## src/rtl/lc3_pkg.sv

```systemverilog
// Shared types and helpers for the LC-3 writeback slice.
package lc3_pkg;

    localparam int WORD_W     = 16;
    localparam int REG_ADDR_W = 3;
    localparam logic [2:0] CC_RESET = 3'b010;

    typedef struct packed {
        logic [WORD_W-1:0]     data;
        logic [REG_ADDR_W-1:0] dr;
        logic                  ld_reg;
        logic                  ld_cc;
    } wb_entry_t;

    // Returns {N, Z, P} for a result word; exactly one bit is set.
    function automatic logic [2:0] cc_of(input logic [WORD_W-1:0] word);
        logic neg;
        logic zero;
        neg  = word[WORD_W-1];
        zero = (word == '0);
        return {neg, zero, ~neg & ~zero};
    endfunction

endpackage

```

## src/rtl/lc3_writeback_if.sv

```systemverilog
// Result-bus write request handshake into the writeback stage.
interface lc3_writeback_if #(
    parameter int DATA_W = 16
);
    import lc3_pkg::*;

    logic                  wb_valid;
    logic                  wb_ready;
    logic [DATA_W-1:0]     wb_data;
    logic [REG_ADDR_W-1:0] wb_dr;
    logic                  wb_ld_reg;
    logic                  wb_ld_cc;

    modport master (
        output wb_valid, wb_data, wb_dr, wb_ld_reg, wb_ld_cc,
        input  wb_ready
    );

    modport slave (
        input  wb_valid, wb_data, wb_dr, wb_ld_reg, wb_ld_cc,
        output wb_ready
    );

endinterface

```

## src/rtl/lc3_wb_fifo.sv

```systemverilog
// In-order circular queue of pending register-file writes.
module lc3_wb_fifo
    import lc3_pkg::*;
#(
    parameter int DEPTH = 2
) (
    input  logic                                 clk,
    input  logic                                 reset,
    input  logic                                 push,
    input  logic                                 pop,
    input  wb_entry_t                            wr_entry,
    output wb_entry_t                            head,
    output logic                                 full,
    output logic                                 empty,
    output logic [$clog2(DEPTH+1)-1:0]           count,
    output logic [DEPTH-1:0]                     ent_valid,
    output logic [DEPTH-1:0][REG_ADDR_W-1:0]     ent_dr,
    output logic [DEPTH-1:0]                     ent_ld_reg
);

    localparam int PTR_W = $clog2(DEPTH);
    localparam int CNT_W = $clog2(DEPTH+1);

    wb_entry_t        mem [DEPTH];
    logic [DEPTH-1:0] vld;
    logic [PTR_W-1:0] wr_ptr;
    logic [PTR_W-1:0] rd_ptr;

    assign full  = (count == CNT_W'(DEPTH));
    assign empty = (count == '0);
    assign head  = mem[rd_ptr];
    assign ent_valid = vld;

    always_comb begin
        ent_dr     = '0;
        ent_ld_reg = '0;
        for (int unsigned i = 0; i < DEPTH; i++) begin
            ent_dr[i]     = mem[i].dr;
            ent_ld_reg[i] = mem[i].ld_reg;
        end
    end

    // Pointers wrap naturally since DEPTH is a power of two.
    always_ff @(posedge clk) begin
        if (reset) begin
            for (int unsigned i = 0; i < DEPTH; i++) begin
                mem[i] <= '0;
            end
            vld    <= '0;
            wr_ptr <= '0;
            rd_ptr <= '0;
            count  <= '0;
        end else begin
            if (push) begin
                mem[wr_ptr] <= wr_entry;
                vld[wr_ptr] <= 1'b1;
                wr_ptr      <= wr_ptr + 1'b1;
            end
            if (pop) begin
                vld[rd_ptr] <= 1'b0;
                rd_ptr      <= rd_ptr + 1'b1;
            end
            case ({push, pop})
                2'b10:   count <= count + 1'b1;
                2'b01:   count <= count - 1'b1;
                default: count <= count;
            endcase
        end
    end

endmodule

```

## src/rtl/lc3_writeback.sv

```systemverilog
// LC-3 writeback stage: queues result writes, drives the register-file
// write port, and keeps NZP/BEN plus read-hazard flags.
module lc3_writeback
    import lc3_pkg::*;
#(
    parameter int DATA_W = 16,
    parameter int DEPTH  = 2
) (
    input  logic                  clk,
    input  logic                  reset,
    lc3_writeback_if.slave        wb,
    input  logic                  hold,
    output logic [DATA_W-1:0]     REGin,
    output logic [REG_ADDR_W-1:0] DR,
    output logic                  LD_REG,
    input  logic [REG_ADDR_W-1:0] SR1,
    input  logic [REG_ADDR_W-1:0] SR2,
    output logic                  sr1_pending,
    output logic                  sr2_pending,
    input  logic [2:0]            ir_nzp,
    input  logic                  ld_ben,
    output logic                  N,
    output logic                  Z,
    output logic                  P,
    output logic                  BEN
);

    wb_entry_t                        wr_entry;
    wb_entry_t                        head;
    logic                             full;
    logic                             empty;
    logic [$clog2(DEPTH+1)-1:0]       count;
    logic [DEPTH-1:0]                 ent_valid;
    logic [DEPTH-1:0][REG_ADDR_W-1:0] ent_dr;
    logic [DEPTH-1:0]                 ent_ld_reg;
    logic                             push;
    logic                             retire;
    logic [2:0]                       cc_q;
    logic [2:0]                       cc_next;

    assign wb.wb_ready = (count < ($clog2(DEPTH+1))'(DEPTH));
    assign push        = wb.wb_valid & ~full;
    assign retire      = ~empty & ~hold;

    assign wr_entry = '{data: wb.wb_data, dr: wb.wb_dr,
                        ld_reg: wb.wb_ld_reg, ld_cc: wb.wb_ld_cc};

    lc3_wb_fifo #(.DEPTH(DEPTH)) u_fifo (
        .clk        (clk),
        .reset      (reset),
        .push       (push),
        .pop        (retire),
        .wr_entry   (wr_entry),
        .head       (head),
        .full       (full),
        .empty      (empty),
        .count      (count),
        .ent_valid  (ent_valid),
        .ent_dr     (ent_dr),
        .ent_ld_reg (ent_ld_reg)
    );

    assign LD_REG = ~empty & head.ld_reg & ~hold;
    assign REGin  = empty ? '0 : head.data;
    assign DR     = empty ? '0 : head.dr;

    // BEN sees the CC value being written this same edge.
    assign cc_next   = (retire && head.ld_cc) ? cc_of(head.data) : cc_q;
    assign {N, Z, P} = cc_q;

    always_ff @(posedge clk) begin
        if (reset) begin
            cc_q <= CC_RESET;
            BEN  <= 1'b0;
        end else begin
            cc_q <= cc_next;
            if (ld_ben) begin
                BEN <= |(ir_nzp & cc_next);
            end
        end
    end

    always_comb begin
        sr1_pending = 1'b0;
        sr2_pending = 1'b0;
        for (int unsigned i = 0; i < DEPTH; i++) begin
            if (ent_valid[i] && ent_ld_reg[i] && (ent_dr[i] == SR1)) sr1_pending = 1'b1;
            if (ent_valid[i] && ent_ld_reg[i] && (ent_dr[i] == SR2)) sr2_pending = 1'b1;
        end
    end

endmodule

```

## src/flat_wrapper.sv

```systemverilog
// flat-port wrapper written by rule: the top's interface ports become plain ports
module lc3_writeback_flat import lc3_pkg::*;
#(
    parameter int DATA_W = 16,
    parameter int DEPTH  = 2
)
  (clk, reset, hold, REGin, DR, LD_REG, SR1, SR2, sr1_pending, sr2_pending, ir_nzp, ld_ben, N, Z, P, BEN, wb_wb_valid, wb_wb_data, wb_wb_dr, wb_wb_ld_reg, wb_wb_ld_cc, wb_wb_ready);
  lc3_writeback_if #(.DATA_W(DATA_W)) wb_i ();
  input  logic clk;
  input  logic reset;
  input  logic hold;
  output logic [DATA_W-1:0] REGin;
  output logic [REG_ADDR_W-1:0] DR;
  output logic LD_REG;
  input  logic [REG_ADDR_W-1:0] SR1;
  input  logic [REG_ADDR_W-1:0] SR2;
  output logic sr1_pending;
  output logic sr2_pending;
  input  logic [2:0] ir_nzp;
  input  logic ld_ben;
  output logic N;
  output logic Z;
  output logic P;
  output logic BEN;
  input wire logic [$bits(wb_i.wb_valid)-1:0] wb_wb_valid;
  input wire logic [$bits(wb_i.wb_data)-1:0] wb_wb_data;
  input wire logic [$bits(wb_i.wb_dr)-1:0] wb_wb_dr;
  input wire logic [$bits(wb_i.wb_ld_reg)-1:0] wb_wb_ld_reg;
  input wire logic [$bits(wb_i.wb_ld_cc)-1:0] wb_wb_ld_cc;
  output wire logic [$bits(wb_i.wb_ready)-1:0] wb_wb_ready;
  assign wb_i.wb_valid = wb_wb_valid;
  assign wb_i.wb_data = wb_wb_data;
  assign wb_i.wb_dr = wb_wb_dr;
  assign wb_i.wb_ld_reg = wb_wb_ld_reg;
  assign wb_i.wb_ld_cc = wb_wb_ld_cc;
  assign wb_wb_ready = wb_i.wb_ready;
  lc3_writeback #(.DATA_W(DATA_W), .DEPTH(DEPTH)) u_core (.clk(clk), .reset(reset), .wb(wb_i), .hold(hold), .REGin(REGin), .DR(DR), .LD_REG(LD_REG), .SR1(SR1), .SR2(SR2), .sr1_pending(sr1_pending), .sr2_pending(sr2_pending), .ir_nzp(ir_nzp), .ld_ben(ld_ben), .N(N), .Z(Z), .P(P), .BEN(BEN));
endmodule
```

## config.mk

```make
export PLATFORM = sky130hd
export DESIGN_NAME = lc3_writeback_flat
export DESIGN_NICKNAME = d
export VERILOG_FILES = /design/src/rtl/lc3_pkg.sv /design/src/rtl/lc3_writeback_if.sv /design/src/rtl/lc3_wb_fifo.sv /design/src/rtl/lc3_writeback.sv /design/src/flat_wrapper.sv
export SDC_FILE = /design/constraint.sdc
export NUM_CORES = 1
export LEC_CHECK = 0
export ABC_AREA = 1
export BUFFER_PORTS_ARGS = -buffer_cell sky130_fd_sc_hd__buf_2
export CORE_MARGIN = 2
export CORE_UTILIZATION = 40
export CTS_BUF_LIST = sky130_fd_sc_hd__clkbuf_2
export DETAILED_ROUTE_END_ITERATION = 8
export PLACE_DENSITY = 0.68
export RECOVER_POWER = 100
export SLEW_MARGIN = 15
export SYNTH_ARGS = -nofsm -noshare
export SYNTH_HDL_FRONTEND = slang
export SYNTH_SLANG_ARGS = --single-unit
```

## constraint.sdc

```tcl
create_clock -name clk -period 2 [get_ports clk]
set_input_delay 0.3 -clock clk [delete_from_list [all_inputs] [get_ports clk]]
set_output_delay 0.3 -clock clk [all_outputs]
set_load 0.01 [all_outputs]
```

[Word level (Yosys, flattened, before mapping)]
Memory sizes are Yosys's and may differ from the RTL's. A register that Yosys moved wholly into a read port is not among the register bits.
Cells that the tools add are included.
Storage, ports and cells
  bits in registers: 10
  bits in writable memories: 42
  bits of input ports: 35
  output and inout port bits: 27
  word-level logic and storage cells: 76
  memories kept: 1
Memories
  u_core.u_fifo.mem: depth 2, bits a word 21, rd ports 3, clocked after Yosys merged registers in 1, wr ports 2, line lc3_wb_fifo.sv:24  | wb_entry_t mem [DEPTH];
Operators by class
  add/sub/neg operators: 4
  magnitude comparators: 5
  equality and inequality tests: 7
  mux-type cells: 25
  bitwise logic cells: 14
  reductions and logical operators: 14
Operators with widths (number)
  $mux W21: 1
  $reduce_or A21 Y1: 1
  $logic_not A16 Y1: 1
  $mux W16: 1
  $mux W1: 15
  $eq A3 B3 Y1: 4
  $logic_and A1 B1 Y1: 9
  $mux W2: 3
  $mux W3: 2
  $and A1 B1 Y1: 5
  $not A1 Y1: 5
  $eq A2 B2 Y1 const B: 2
  $lt A1 B2 Y1 const B: 2
  $pmux W2 S2: 1
  $and A3 B3 Y3: 1
  $reduce_or A3 Y1: 1
  $add A1 B1 Y1 const B: 2
  $add A2 B1 Y2 const B: 1
  $and A2 B2 Y2: 1
  $demux W1 S1: 2
  $eq A2 B1 Y1 const B: 1
  $ge A1 B1 Y1 const B: 2
  $logic_not A2 Y1: 1
  $lt A2 B2 Y1 const B: 1
  other kinds (4): 4

[Longest topological paths before layout]
  depth after elaboration: 9
  gate-level depth with buffers: 14
  depth with buffers taken out: 12

[Hierarchy]
Synthesis repeated with hierarchy kept, for this count alone.
Unflattened totals
  cells, all modules: 302
  area, all modules: 2722.6 sq um
Modules (own cells, without submodules)
  lc3_wb_fifo: instances 1, cells each 183, area each 2139.6 sq um, sequential area each 1401.3 sq um
  lc3_writeback: instances 1, cells each 119, area each 583.1 sq um, sequential area each 80.1 sq um

[Worst setup path before layout]
No wires, ideal clock.
  path type: flip-flop to flip-flop
  start: register u_core.u_fifo.count[1]
  end: memory u_core.u_fifo.mem[0][0] (netlist name), enable pin
  library setup time: 0.402 ns
  arrival time: 1.431 ns
  required time: 1.598 ns
  slack: 0.167 ns
  stages on the path, launching flop included: 7
  path buffers: 1
  period minus slack after synthesis: 1.833 ns
  cell sequence: dfxtp_1 > inv_1 > o21ai_1 > nor2_1 > nand2_1 > buf_2 > nand2_1
RTL lines
  start: declaration: line lc3_wb_fifo.sv:15  | output logic [$clog2(DEPTH+1)-1:0] count,
  start signal: assignment: line lc3_wb_fifo.sv:64  | 2'b10: count <= count + 1'b1;
  start signal: assignment: line lc3_wb_fifo.sv:65  | 2'b01: count <= count - 1'b1;
  start signal: assignment: line lc3_wb_fifo.sv:66  | default: count <= count;
  end: declaration: line lc3_wb_fifo.sv:24

==> flow_summary_export.csv <==
group,metric,value,unit
sta,rsz0062_at_grt,"yes",
routing,drt-pass1-iter-count,5,
cells_and_area,most-common-layout-cells,"nand2_1, nor2_1, buf_2",
clocking,clock_latency,440,ps
min_path,whs_path_depth,3,
floorplan,dieArea,7305,um2
clocking,cts_tree,"yes",
pwr,power,3192,uW
yosys,syn-cell-area,2655,um2
yosys,synth_edf_count,42,
setup_path,crit_required,1700,ps
cells_and_area,syn_to_final_growth,20.78,%
sta,clock_skew,16.32,ps
yosys,avgSynthCellArea,8.970,um2
sta,finalMaxSlewViolations,0,
setup_path,crit_buf_inv,1,
routing,wl_per_cell,13.13,um
setup_path,crit_arrival,1670,ps
pwr,power.leakage,0.001579,uW
place,gp_congestion,0.8712,
cells_and_area,antennaDiodeCount,0,
grt,grt_pass1_wl,9045,um
routing,drtIter0Drc,147,
yosys,async_flop_share,0,%
place,hpwl,4131,um
cells_and_area,final_common_cell,"nand2_1",
min_path,min_to,"u_core.BEN",
sta,finalSetupViolCount,0,
floorplan,fp.dieW,85.47,um
place,io_buffer_count,61,
place,placed_area,3053,um2
setup_path,path_cells,"xor2_1, a211oi_1, nand2_1, o41ai_2, buf_2",
clocking,cts-root-buf,"clkbuf_2",
pwr,vdd_drop_max,412.7,uV
min_path,hp-start,"ld_ben",
setup_path,r2r_cells,7,
yosys,synth_fp_nets,332,
clocking,numCtsBuffers,5,
grt,grt_pass1_vias,1994,
routing,drt.antenna.violating_nets,0,
routing,drc,0,
grt,grt_use_total,15.79,%
clocking,clkTransAtPathRegs,260,ps
yosys,ys_seq_area_share,55.80,%
yosys,yosys_warnings,0,
clocking,htreeDepth,2,
floorplan,fp.dieH,85.47,um
setup_path,cp_slowest_cell,"edfxtp_1",
pwr,power_density,995.5,nW/um2
floorplan,initial_core_util,41.58,%
sta,worstMarginPinSlew,416.2,ps
sta,max_freq,0.5068,GHz
setup_path,crit_type,"reg -> out",
setup_path,r2r-start,"u_core.u_fifo.count[1]",
sta,hold_slack,119.7,ps
grt,antenna_found_initial,0,
setup_path,rrSetupSlack,290,ps
floorplan,coreArea,6386,um2
routing,routed_wl,5842,um
cells_and_area,final_nets,403,
setup_path,startpoint_type,"flop",
run,maxCapViolations,0,
min_path,hp-class,"in -> reg",
cells_and_area,finalInstanceArea,3207,um2
grt,overflow,0,
yosys,synthCells,296,
grt,grt_max_degree,22,
run_status,outcome,"finished, final reports clean",
setup_path,cp_top_family,"flip-flops",
sta,timing.slew.headroom,71.96,%
setup_path,critical_path_depth,5,
sta,post-route-period-util,98.67,%
sta,hold_viol,0,
setup_path,critical_path.max_stage_delay,500,ps
clocking,cts_buffer_depth,2,
floorplan,num_rows,29,
setup_path,r2r-end,"u_core.u_fifo.count[1]",
clocking,clkSinkCount,53,
sta,period_needed,1973,ps
routing,vias,2066,
floorplan,io_pins,62,
yosys,synth_cell_types,30,
routing,viasPerCell,4.643,
cells_and_area,drive_gt1_share,27.72,%
cells_and_area,fin_util,50.22,%
yosys,ys.flop_type,"edfxtp_1",
setup_path,worstSetupEndpointType,"primary output",
sta,fin_setup_tns,0,ps
setup_path,worst-path-max-fanout,3,
yosys,ys_ff_latch,53,
cell type report:
| cell class | count | area (um2) |
|---|---|---|
| Fill cell | 599 | 3179 |
| Sequential cell | 53 | 1485 |
| Multi-Input combinational cell | 197 | 980.9 |
| Timing Repair Buffer | 73 | 410.4 |
| Inverter | 37 | 143.9 |
| Tap cell | 77 | 96.34 |
| Clock inverter | 3 | 65.06 |
| Clock buffer | 5 | 25.02 |
tightest hold or removal path: cells and delay by family:
kind | cells | cell delay, ps
compound gates | 1 | 70
buf+inv | 1 | 90
simple gates | 1 | 90
how the worst max path moves through the flow:
stage / start / end / slack, ps
after floorplan: u_core.u_fifo.count[1] / u_core.u_fifo.mem[0][0] / 170
after CTS: u_core.u_fifo.mem[1][2] / sr2_pending / 2
final: u_core.u_fifo.mem[1][4] / sr2_pending / 30
after detailed placement: flop / u_core.BEN / 300
after global routing: u_core.u_fifo.mem[1][4] / sr2_pending / -80
after global placement: flop / u_core.BEN / 380
synth_stat cells (5+ instances only):
cell type	n	area share (%)
nand2_2	7	1.6
nand2_1	64	9.0
inv_1	34	4.8
a21oi_1	28	5.3
nand2_4	6	2.5
dfxtp_1	11	8.3
buf_2	5	0.94
nor2_1	61	8.6
o21ai_0	7	1.3
edfxtp_1	42	48
xor2_1	8	2.6
timing repair:
item | CTS | global route
setup buffers | 0 | 2
cloned | 0 | 0
endpoints found under the setup margin | 14 | 6
endpoints found under the hold margin | 2 | 0
pin swaps | 1 | 4
resized for setup | 2 | 6
hold buffers | 1 | 0
state kept, by name, summed over array words and instances (netlist names), named ones only:
register,count
u_core.BEN,1
u_core.cc_q,3
u_core.u_fifo.count,2
u_core.u_fifo.ent_valid,2
u_core.u_fifo.mem,42
u_core.u_fifo.rd_ptr,1
u_core.u_fifo.wr_ptr,1
routing by layer:
| layer | up-vias | routed length [um] | track usage [%] |
|---|---|---|---|
| met3 | 2 | 218 | 2.724 |
| met2 | 46 | 2875 | 26.07 |
| met5 | - | 0 | 0 |
| met4 | 0 | 44 | 5.772 |
| li1 | 1085 | - | - |
| met1 | 933 | 2704 | 20.87 |
where the power goes:
part / leakage, uW / internal [uW] / switching (uW) / total, uW
Sequential: 0.000531 / 1350 / 92.4 / 1440
Clock: 0.0000529 / 334 / 337 / 671
Combinational: 0.000996 / 400 / 681 / 1080
cell families after synthesis:
| group | synth area share, % |
|---|---|
| XOR/XNOR | 3.299 |
| flip-flops | 55.80 |
| AO/OA/AOI/OAI | 8.577 |
| buffers and inverters | 8.105 |
| AND/OR/NAND/NOR | 23.75 |
| adder cells (fa/ha/maj) | 0.4712 |
metrics by stage:
stage | setup slack (ps) | instances
after floorplan | 166.8 | 296
after global placement | 378.3 | 434
after detailed placement | 295.3 | 434
after CTS | 1.701 | 443
after global routing | -79.27 | 445
final | 26.70 | 445
No activity file was read; power rests on OpenSTA's default activity.
